===== src/rtl/vc_pkg.sv =====
// Shared definitions for the two-VC output stage scheduler.
// Latency: n/a (types and constants only).
// Backpressure: n/a.
package vc_pkg;

  // Output-stage sequencing states; encoding is shared with neighbouring blocks.
  typedef enum logic [1:0] {
    RESET  = 2'd0,
    INIT   = 2'd1,
    IDLE   = 2'd2,
    ACTIVE = 2'd3
  } vc_state_e;

  // Bit of a VC head word that selects the destination FIFO (0 = D0, 1 = D1).
  function automatic int dest_sel_bit(input int data_size);
    return data_size - 1;
  endfunction

endpackage


===== src/rtl/vc_pop_arbiter.sv =====
// Picks at most one of VC0/VC1 to pop per cycle; VC0 priority with a burst cap for VC1 fairness.
// Latency: pop is combinational in ACTIVE; IDLE->ACTIVE costs one cycle.
// Backpressure: destination almost-full masks a VC in the same cycle; empty VCs are never popped.
module vc_pop_arbiter
  import vc_pkg::*;
#(
  parameter int          DATA_SIZE     = 6,
  parameter int          BURST_W       = 3,
  parameter int unsigned BURST_DEFAULT = 3
) (
  input  logic                 clk,
  input  logic                 reset,
  input  logic                 init,
  input  logic [BURST_W-1:0]   cfg_burst_max,
  input  logic                 vc0_empty,
  input  logic                 vc1_empty,
  input  logic [DATA_SIZE-1:0] vc0_head,
  input  logic [DATA_SIZE-1:0] vc1_head,
  input  logic                 d0_almost_full,
  input  logic                 d1_almost_full,
  output logic                 pop_delay_vc0,
  output logic                 pop_delay_vc1,
  output logic                 idle,
  output logic                 active
);

  localparam int DSEL = dest_sel_bit(DATA_SIZE);

  vc_state_e          state_q, state_d;
  logic [BURST_W-1:0] burst_cnt_q, burst_cnt_d;
  logic [BURST_W-1:0] burst_max_q, burst_max_d;

  logic elig0, elig1;
  logic grant0, grant1;

  // A VC is eligible when it has a head word whose destination can take it.
  assign elig0 = !vc0_empty && !(vc0_head[DSEL] ? d1_almost_full : d0_almost_full);
  assign elig1 = !vc1_empty && !(vc1_head[DSEL] ? d1_almost_full : d0_almost_full);

  // Next-state and grant; reset and a pending init both suppress pops immediately.
  always_comb begin
    state_d = state_q;
    grant0  = 1'b0;
    grant1  = 1'b0;
    case (state_q)
      RESET: state_d = INIT;
      INIT: begin
        if (!init) state_d = IDLE;
      end
      IDLE: begin
        if (init)               state_d = INIT;
        else if (elig0 | elig1) state_d = ACTIVE;
      end
      ACTIVE: begin
        if (init) begin
          state_d = INIT;
        end else begin
          if (!(elig0 | elig1)) state_d = IDLE;
          if (elig0 && elig1) begin
            // VC0 keeps the lead until it has used up its burst allowance.
            if (burst_cnt_q < burst_max_q) grant0 = 1'b1;
            else                           grant1 = 1'b1;
          end else begin
            grant0 = elig0;
            grant1 = elig1;
          end
        end
      end
      default: state_d = RESET;
    endcase
    if (reset) begin
      state_d = RESET;
      grant0  = 1'b0;
      grant1  = 1'b0;
    end
  end

  // Burst counter tracks consecutive VC0 wins while VC1 is waiting; config reloads only in INIT.
  always_comb begin
    burst_cnt_d = burst_cnt_q;
    burst_max_d = burst_max_q;
    if (grant1 || !elig1) begin
      burst_cnt_d = '0;
    end else if (grant0 && (burst_cnt_q < burst_max_q)) begin
      burst_cnt_d = burst_cnt_q + BURST_W'(1);
    end
    if (state_q == INIT) burst_max_d = cfg_burst_max;
  end

  // State, counter and config registers with synchronous reset.
  always_ff @(posedge clk) begin
    if (reset) begin
      state_q     <= RESET;
      burst_cnt_q <= '0;
      burst_max_q <= BURST_W'(BURST_DEFAULT);
    end else begin
      state_q     <= state_d;
      burst_cnt_q <= burst_cnt_d;
      burst_max_q <= burst_max_d;
    end
  end

  assign pop_delay_vc0 = grant0;
  assign pop_delay_vc1 = grant1;
  assign idle          = (state_q == IDLE);
  assign active        = (state_q == ACTIVE);

endmodule

===== config.mk =====
export PLATFORM = sky130hd
export DESIGN_NAME = vc_pop_arbiter
export DESIGN_NICKNAME = d
export VERILOG_FILES = /design/src/rtl/vc_pkg.sv /design/src/rtl/vc_pop_arbiter.sv
export SDC_FILE = /design/constraint.sdc
export NUM_CORES = 1
export LEC_CHECK = 0
export ABC_AREA = 1
export BUFFER_PORTS_ARGS = -buffer_cell sky130_fd_sc_hd__buf_4
export CORE_AREA = 4 4 41 43
export DETAILED_ROUTE_END_ITERATION = 6
export DIE_AREA = 0 0 45 47
export PLACE_DENSITY = 0.66
export SLEW_MARGIN = 20
export SYNTH_ARGS = -nofsm -noshare
export SYNTH_HDL_FRONTEND = slang
export SYNTH_SLANG_ARGS = --single-unit

===== constraint.sdc =====
create_clock -name clk -period 2.7 [get_ports clk]
set_clock_uncertainty 0.05 [all_clocks]
set_input_delay 0 -clock clk [delete_from_list [all_inputs] [get_ports clk]]
set_output_delay 0 -clock clk [all_outputs]
set_load 0.01 [all_outputs]

# Word-level counts from Yosys, hierarchy flattened

Cells that the tools add are included.

Flip-flop bits (word level): 8
Output and inout bits: 4
Word-level logic and storage cells: 43

Add/subtract/negate cells: 1
Magnitude comparators: 1
Eq/ne operators: 6
Mux-type cells: 18
Bitwise logic cells: 1
Reduce and logical (&&, ||, !) cells: 13

Operators with widths:

| cell                | count |
|---|---|
| $mux 1              | 12 |
| $mux 2              | 5 |
| $pmux 2 s4          | 1 |
| $logic_not 1->1     | 5 |
| $eq 2x2->1 const B  | 2 |
| $logic_and 1x1->1   | 4 |
| $add 3x1->3 const B | 1 |
| $lt 3x3->1          | 1 |
| $ne 3x2->1 const B  | 1 |
| $ne 3x3->1 const B  | 1 |
| $reduce_and 3->1    | 1 |
| $eq 2x1->1 const B  | 1 |
| $logic_not 2->1     | 1 |
| $ne 2x2->1 const B  | 1 |
| $reduce_or 2->1     | 1 |
| $logic_or 1x1->1    | 1 |
| $or 1x1->1          | 1 |

# Longest topological paths before layout

Gate-level depths: netlist of the first run.

Depth after elaboration: 10
Depth in mapped cells: 9
Mapped depth without buffers: 9

# Least setup slack after synthesis of the first run

Ideal clock, no wire load.

Path type: register to register
From: reg burst_cnt_q[2]
To: reg burst_cnt_q[2]
Setup time: 0.116 ns
Arrival: 1.122 ns
Required time: 2.534 ns
Path slack: 1.412 ns
Stages on the path, launching flop included: 8
Clock period less this slack: 1.288 ns
Path through: dfxtp_1 ha_1 nand2_1 nand2_1 a21oi_1 nand2_1 nand2_1 a21oi_1

Word-level cells in the longest chain between the ends: 8
Elaborated cells between the ends (all ways): 15

RTL lines:

| what                      | RTL line                                   | source |
|---|---|---|
| start: declaration        | vc_pop_arbiter.sv:30                       | `logic [BURST_W-1:0] burst_cnt_q, burst_cnt_d;` |
| start signal: assignment  | vc_pop_arbiter.sv:98                       | `burst_cnt_q <= burst_cnt_d;` |
| $lt 3x3->1                | vc_pop_arbiter.sv:61, vc_pop_arbiter.sv:84 |  |
| $mux 1                    | vc_pop_arbiter.sv:61                       | `if (burst_cnt_q < burst_max_q) grant0 = 1'b1;` |
| $mux 1                    | vc_pop_arbiter.sv:59                       | `if (elig0 && elig1) begin` |
| $mux 1                    | vc_pop_arbiter.sv:55                       | `if (init) begin` |
| $mux 1                    | vc_pop_arbiter.sv:45                       | `case (state_q)` |
| $mux 1                    | vc_pop_arbiter.sv:71                       | `if (reset) begin` |
| $logic_or 1x1->1          | vc_pop_arbiter.sv:82                       | `if (grant1 \|\| !elig1) begin` |
| $reduce_or 2->1 (no line) | n/a                                        |  |

Several ways; a longest one is shown, not always the timed one.
A chain may end at the register's enable or synchronous reset.

# Worst setup path in the final report of the first run

From: reg state_q[0]
To: reg state_q[0]

Word-level cells in the longest chain between the ends: 3
Elaborated cells between the ends (all ways): 9

RTL lines:

| what                                            | RTL line             | source |
|---|---|---|
| start: declaration                              | vc_pop_arbiter.sv:29 | `vc_state_e state_q, state_d;` |
| start signal: assignment                        | vc_pop_arbiter.sv:97 | `state_q <= state_d;` |
| $eq 2x2->1 / $eq 2x1->1 (equally long branches) | vc_pop_arbiter.sv:45 |  |
| $ne 3x3->1 (no line) (tied with other cells)    | n/a                  |  |
| $reduce_and 3->1 (no line)                      | n/a                  |  |

Several ways; a longest one is shown, not always the timed one.

==> flow_summary.json, run 1 <==
{
  "outcome": "finished, final reports clean",
  "clock.fmax_ghz": 0.5936,
  "worst-r2r-cell-count": 6,
  "synth_edf_count": 0,
  "grt_max_degree": 6,
  "netlist_area_um2": 489.2,
  "hp-class": "in2reg",
  "synth_flop_cell": "dfxtp_1",
  "portBuffers": 15,
  "ff2ff_setup_slack_ns": 1.02,
  "ys_types": 14,
  "fin_cells": 116,
  "setup_violations": 0,
  "grt_pass1_vias": 490,
  "ys_ff_latch": 8,
  "cts_root_buf": "clkbuf_4",
  "syn2layout_area_growth_pct": 43.73,
  "rsz0062_at_grt": "no",
  "synth_cells": 77,
  "fin_setup_tns_ns": 0,
  "coreArea_um2": 1301,
  "wirelength_um": 968,
  "seq_area_frac_synth": 0.3274,
  "yosys.area.top_type": "dfxtp_1",
  "drv_cap": 0,
  "initial_core_util": 0.3760,
  "r2r_end": "state_q[0]",
  "cts_tree": "done",
  "startpoint_type": "flip-flop",
  "arrival_ns": 1.77,
  "totalPowerFinal_mw": 0.2682,
  "io_pins": 26,
  "cts_hold_buf": 6,
  "cp-startpoint": "state_q[0]",
  "ys_top_cells_by_count": "nand2_1, inv_1, dfxtp_1, nor2_1, a21oi_1",
  "vias": 524,
  "cts_sinks": 8,
  "crit_required_ns": 2.78,
  "dpl.cell_count": 107,
  "cellLeakagePower_nw": 0.3805,
  "dieArea_um2": 2115,
  "synth_most_common_cell": "nand2_1",
  "h-tree-depth": 1,
  "power.density_nw_per_um2": 381.4,
  "worst_pin_slew_ns": 0.2924,
  "cts-buffers-inserted": 3,
  "critPathCaptureType": "flip-flop",
  "first_iter_violations": 7,
  "cts-resized-gates": 0,
  "layout-drive-gt1-share": 0.2178,
  "diodes": 0,
  "nNetsFinal": 128,
  "chipWidth_um": 45,
  "endpoint": "state_q[0]",
  "slew_violations": 0,
  "cts_buffer_depth": 2,
  "postCtsSetupRepairBufs": 0,
  "fp-row-count": 13,
  "antenna_found_initial": 0,
  "slew_headroom": 0.8051,
  "synth-async-reset-ratio": 0,
  "drcViolationCount": 0,
  "worstSetupPathType": "reg2reg",
  "dr.pass1.iters": 4,
  "clkTransAtPathRegs_ns": 0.06,
  "wire_per_inst_um": 8.345,
  "grt_usage": 0.1229,
  "synth_area_leaders": "dfxtp_1, nand2_1, inv_1",
  "period_needed_ns": 1.685,
  "irDropWorstVdd_mv": 0.1835,
  "grt_pass1_wl_um": 1849,
  "fin_crit_sh": 0.6239,
  "path_max_fanout": 4,
  "gp_congestion": 0.7252,
  "synth_top_area_frac": 0.3274,
  "viasPerCell": 4.517,
  "ant_nets": 0,
  "die_y_um": 47,
  "yosysWarnings": 0,
  "synth.avg_cell_area_um2": 6.353,
  "grt.overflow.total": 0,
  "syn_nets": 102,
  "final_hold_viol_count": 0,
  "hpwlAfterDp_um": 797.6,
  "r2r-start": "state_q[0]",
  "worstSkewPairLatency_ns": 0.25
}
-- worst max-delay path: stages (launching register included) --
cell and delay (ns):
dfxtp_1 0.38, inv_1 0.05, nor2_1 0.20, inv_1 0.13, a21oi_1 0.16, nor2_1 0.05
dlygate4sd3_1 0.55
-- stage by stage --
stage	setup WS, ns	hold WS (ns)	utilization	area (um^2)
2_1_floorplan	1.412	0.02238	-	489.2
3_3_place_gp	1.291	0.1423	0.4769	620.6
3_5_place_dp	1.282	0.1444	0.4769	620.6
4_1_cts	1.031	0.1706	0.5404	703.2
5_1_grt	0.9022	0.2220	0.5404	703.2
6_report	1.015	0.1707	0.5404	703.2
-- layout make-up --
| cell class | count | area (um^2) |
|---|---|---|
| Multi-Input combinational cell | 52 | 265.3 |
| Tap cell | 15 | 18.77 |
| Clock buffer | 3 | 22.52 |
| Fill cell | 140 | 598.1 |
| Sequential cell | 8 | 160.2 |
| Timing Repair Buffer | 21 | 172.7 |
| Inverter | 17 | 63.81 |
-- metal layers --
layer	track usage	vias to the layer above	share of wire
met3	0.03448	2	0.046
met1	0.1218	225	0.42
met4	0.07018	0	0.010
li1	-	288	-
met2	0.2288	9	0.52
met5	0	-	0
-- logic make-up (layout without fill, tap and decap cells) --
group,count (synthesis),in the layout,synth area share
AO/OA/AOI/OAI,11,11,0.1228
buffers and inverters,17,41,0.1304
XOR/XNOR,1,1,0.01791
adder cells (fa/ha/maj),3,3,0.07673
AND/OR/NAND/NOR,37,37,0.3248
flip-flops,8,8,0.3274
-- how the worst min path moves through the flow --
stage,startpoint,cells after the start,slack [ns],to
2_1_floorplan,reset,1,0.02,state_q[0]
3_3_place_gp,reset,2,0.14,state_q[0]
3_5_place_dp,reset,2,0.14,state_q[0]
4_1_cts,vc1_empty,6,0.17,burst_cnt_q[0]
5_1_grt,vc1_empty,6,0.22,burst_cnt_q[0]
6_report,vc1_empty,6,0.17,burst_cnt_q[2]
-- flip-flops by register name, indices dropped and copies added, names as in the netlist --
register / cells
burst_cnt_q: 3
burst_max_q: 3
state_q: 2
-- placed cells by master (no fill, tap or decap), types with 2 or more instances in the layout --
cell and count:
a21oi_1 7, buf_4 15, clkbuf_4 3, dfxtp_1 8
dlygate4sd3_1 6, ha_1 3, inv_1 16, nand2_1 20
nand2_2 2, nand3_1 6, nor2_1 8, o21ai_0 2
-- power by group --
| part | internal (mW) | total, mW | switching [mW] |
|---|---|---|---|
| combinational | 0.0275 | 0.0512 | 0.0237 |
| sequential | 0.124 | 0.128 | 0.00348 |
| clock | 0.0507 | 0.0893 | 0.0386 |
| total | 0.202 | 0.268 | 0.0658 |
(Power assumes the default switching activity.)
==> run 2: changes to the inputs <==
--- a/config.mk
+++ b/config.mk
@@ -7,10 +7,10 @@
 export LEC_CHECK = 0
 export ABC_AREA = 1
 export BUFFER_PORTS_ARGS = -buffer_cell sky130_fd_sc_hd__buf_4
-export CORE_AREA = 4 4 41 43
+export CORE_MARGIN = 4
+export CORE_UTILIZATION = 37
 export DETAILED_ROUTE_END_ITERATION = 6
-export DIE_AREA = 0 0 45 47
-export PLACE_DENSITY = 0.66
+export PLACE_DENSITY = 0.69
 export SLEW_MARGIN = 20
 export SYNTH_ARGS = -nofsm -noshare
 export SYNTH_HDL_FRONTEND = slang
==> constraint.sdc (replaced) <==
create_clock -name clk -period 1.5 [get_ports clk]
set_clock_uncertainty 0.05 [all_clocks]
set_input_delay 0 -clock clk [delete_from_list [all_inputs] [get_ports clk]]
set_output_delay 0 -clock clk [all_outputs]
set_load 0.01 [all_outputs]
==> run 2 against run 1 <==
Effect of this change: count of clock-buffer cells in the layout unchanged; wire length grew 26%; combinational power rose by 110%; final cell count is the same; register-to-register slack worse by 0.90 ns; hold slack got worse by 0.0065 ns; critical path type is now reg2out; non-clock buffer count is 1 higher; first-iteration DRC count is 43% higher; largest cell class unchanged; die area shrank 7.0%; sequential power grew 81%.
==> flow_summary.json, run 2 (same netlist as run 1, synthesis figures left out) <==
{
  "startpoint_type": "flip-flop",
  "wire_per_inst_um": 10.49,
  "dpl_cell_area_um2": 619.3,
  "diodes": 0,
  "cellLeakagePower_nw": 0.3853,
  "rsz0062_at_grt": "yes",
  "layout_commonest_cell": "buf_4",
  "setup_violations": 0,
  "cts_root_buf": "clkbuf_4",
  "nNetsFinal": 129,
  "fillers": 100,
  "worstSetupPathType": "reg2out",
  "critPathCaptureType": "output port",
  "cp.depth": 9,
  "r2r_end": "burst_cnt_q[2]",
  "final_util": 0.6592,
  "crit_chain": "inv_2 > ha_4 > nand2_2 > nand2_4 > inv_2 > nand3_2 > nand2_2 > nor2_2 > buf_4",
  "outcome": "finished, final reports clean",
  "first_iter_violations": 10,
  "die_y_um": 44.36,
  "crit_required_ns": 1.45,
  "worst-r2r-cell-count": 10,
  "grt.met3_usage": 0.03659,
  "cp-startpoint": "burst_max_q[2]",
  "dieArea_um2": 1968,
  "viasPerCell": 4.784,
  "io_pins": 26,
  "grt_usage": 0.1298,
  "r2r-start": "burst_max_q[2]",
  "gp_congestion": 0.6742,
  "seq_area_um2": 163.9,
  "grt_use_met2": 0.2209,
  "grt_max_degree": 6,
  "max_stage_delay_ns": 0.32,
  "coreArea_um2": 1171,
  "drcViolationCount": 0,
  "reg.largest.list": "burst_cnt_q: 3 flops, burst_max_q: 3 flops, state_q: 2 flops",
  "cp_top_family": "simple AND/OR/NAND/NOR gates",
  "endpoint": "pop_delay_vc1",
  "ant_nets": 0,
  "drv_cap": 0,
  "grt.overflow.total": 0,
  "hold_depth": 6,
  "hpwlAfterDp_um": 830.9,
  "multiInputGateArea_um2": 326.6,
  "clkTransAtPathRegs_ns": 0.06,
  "portBuffers": 15,
  "initial_core_util": 0.4177,
  "cts_tree": "done",
  "hp-class": "in2reg",
  "slew_violations": 0,
  "chipWidth_um": 44.36,
  "fin_area_um2": 772.0,
  "worstSkewPairLatency_ns": 0.26,
  "busiest_layer": "met2",
  "syn2layout_area_growth_pct": 57.80,
  "clock.fmax_ghz": 0.6764,
  "h-tree-depth": 1,
  "fin_setup_tns_ns": 0,
  "final_hold_viol_count": 0,
  "grt_pass1_wl_um": 1869,
  "slew_headroom": 0.8341,
  "worst_pin_slew_ns": 0.2479,
  "grt_pass1_vias": 469,
  "vias": 555,
  "grtUsageMet1": 0.1509,
  "fin_crit_sh": 0.9856,
  "crit_buf_inv": 3,
  "wirelength_um": 1217,
  "arrival_ns": 1.43,
  "cts-buffers-inserted": 3,
  "critPathSlowestCell": "dfxtp_2",
  "path_max_fanout": 2,
  "period_needed_ns": 1.478,
  "layout-drive-gt1-share": 0.4020,
  "irDropWorstVdd_mv": 0.4403,
  "dr.pass1.iters": 4,
  "totalPowerFinal_mw": 0.5163,
  "final_cell_mix": "buf_4, nand2_1, inv_1",
  "ff2ff_setup_slack_ns": 0.12,
  "fp-row-count": 12,
  "cts_buffer_depth": 2,
  "antenna_found_initial": 0,
  "cts_sinks": 8,
  "power.density_nw_per_um2": 668.8
}
run 2: changes by cell type in the layout (fill, tap and decap cells not counted), moves of 3 or more:
| cell | change |
|---|---|
| inv_2 | +4 |
| nand2_2 | +4 |
| nand2_1 | -5 |
| dfxtp_2 | +3 |
| inv_1 | -4 |
| dfxtp_1 | -3 |
run 2: final cells by class:
cell class                      count  share of cell area
Inverter                           17             0.08266
Multi-Input combinational cell     52              0.4230
Sequential cell                     8              0.2123
Timing Repair Buffer               22              0.2301
Clock buffer                        3             0.02917
Tap cell                           14             0.02269
run 2: stage by stage:
step | instances | setup slack, ns | hold slack (ns)
2_1_floorplan | 77 | 0.2124 | 0.02238
3_3_place_gp | 106 | 0.1023 | 0.1444
3_5_place_dp | 106 | 0.08416 | 0.1474
4_1_cts | 115 | 0.001233 | 0.1495
5_1_grt | 116 | -0.05479 | 0.2137
6_report | 116 | 0.02163 | 0.1641
run 2: per-layer routing:
layer	up-vias	routed length [um]
met2	14	618
met4	0	22
li1	291	-
met1	247	512
met5	-	0
met3	3	63
run 2: worst min-delay path by stage:
stage                          from              to  slack, ns
final                     vc0_empty  burst_cnt_q[1]       0.16
after global routing      vc1_empty  burst_cnt_q[2]       0.21
after CTS                 vc1_empty  burst_cnt_q[2]       0.15
after detailed placement      reset      state_q[0]       0.15
after global placement        reset      state_q[0]       0.14
after floorplan               reset      state_q[0]       0.02
run 2: worst reg2reg max path: stages, from the launching register on:
cell     delay (ns)
dfxtp_2        0.32
inv_2          0.05
ha_4           0.27
nand2_2        0.07
nand2_4        0.08
inv_2          0.04
nand3_2        0.06
nand2_2        0.06
buf_4          0.13
nand2_1        0.10
a21oi_1        0.05
run 2: timing repair:
item                                   CTS  global route
pin swaps                                0             7
buffers inserted                         1             1
gates cloned                             0             0
setup endpoints to repair                2             4
hold buffers                             5             0
resized for setup                        3            17
endpoints found under the hold margin    5             0
run 2: power breakdown:
group          switching, mW  total (mW)  internal, mW
clock                 0.0830       0.175        0.0922
sequential           0.00749       0.232         0.224
combinational         0.0546       0.109        0.0546
total                  0.145       0.516         0.371
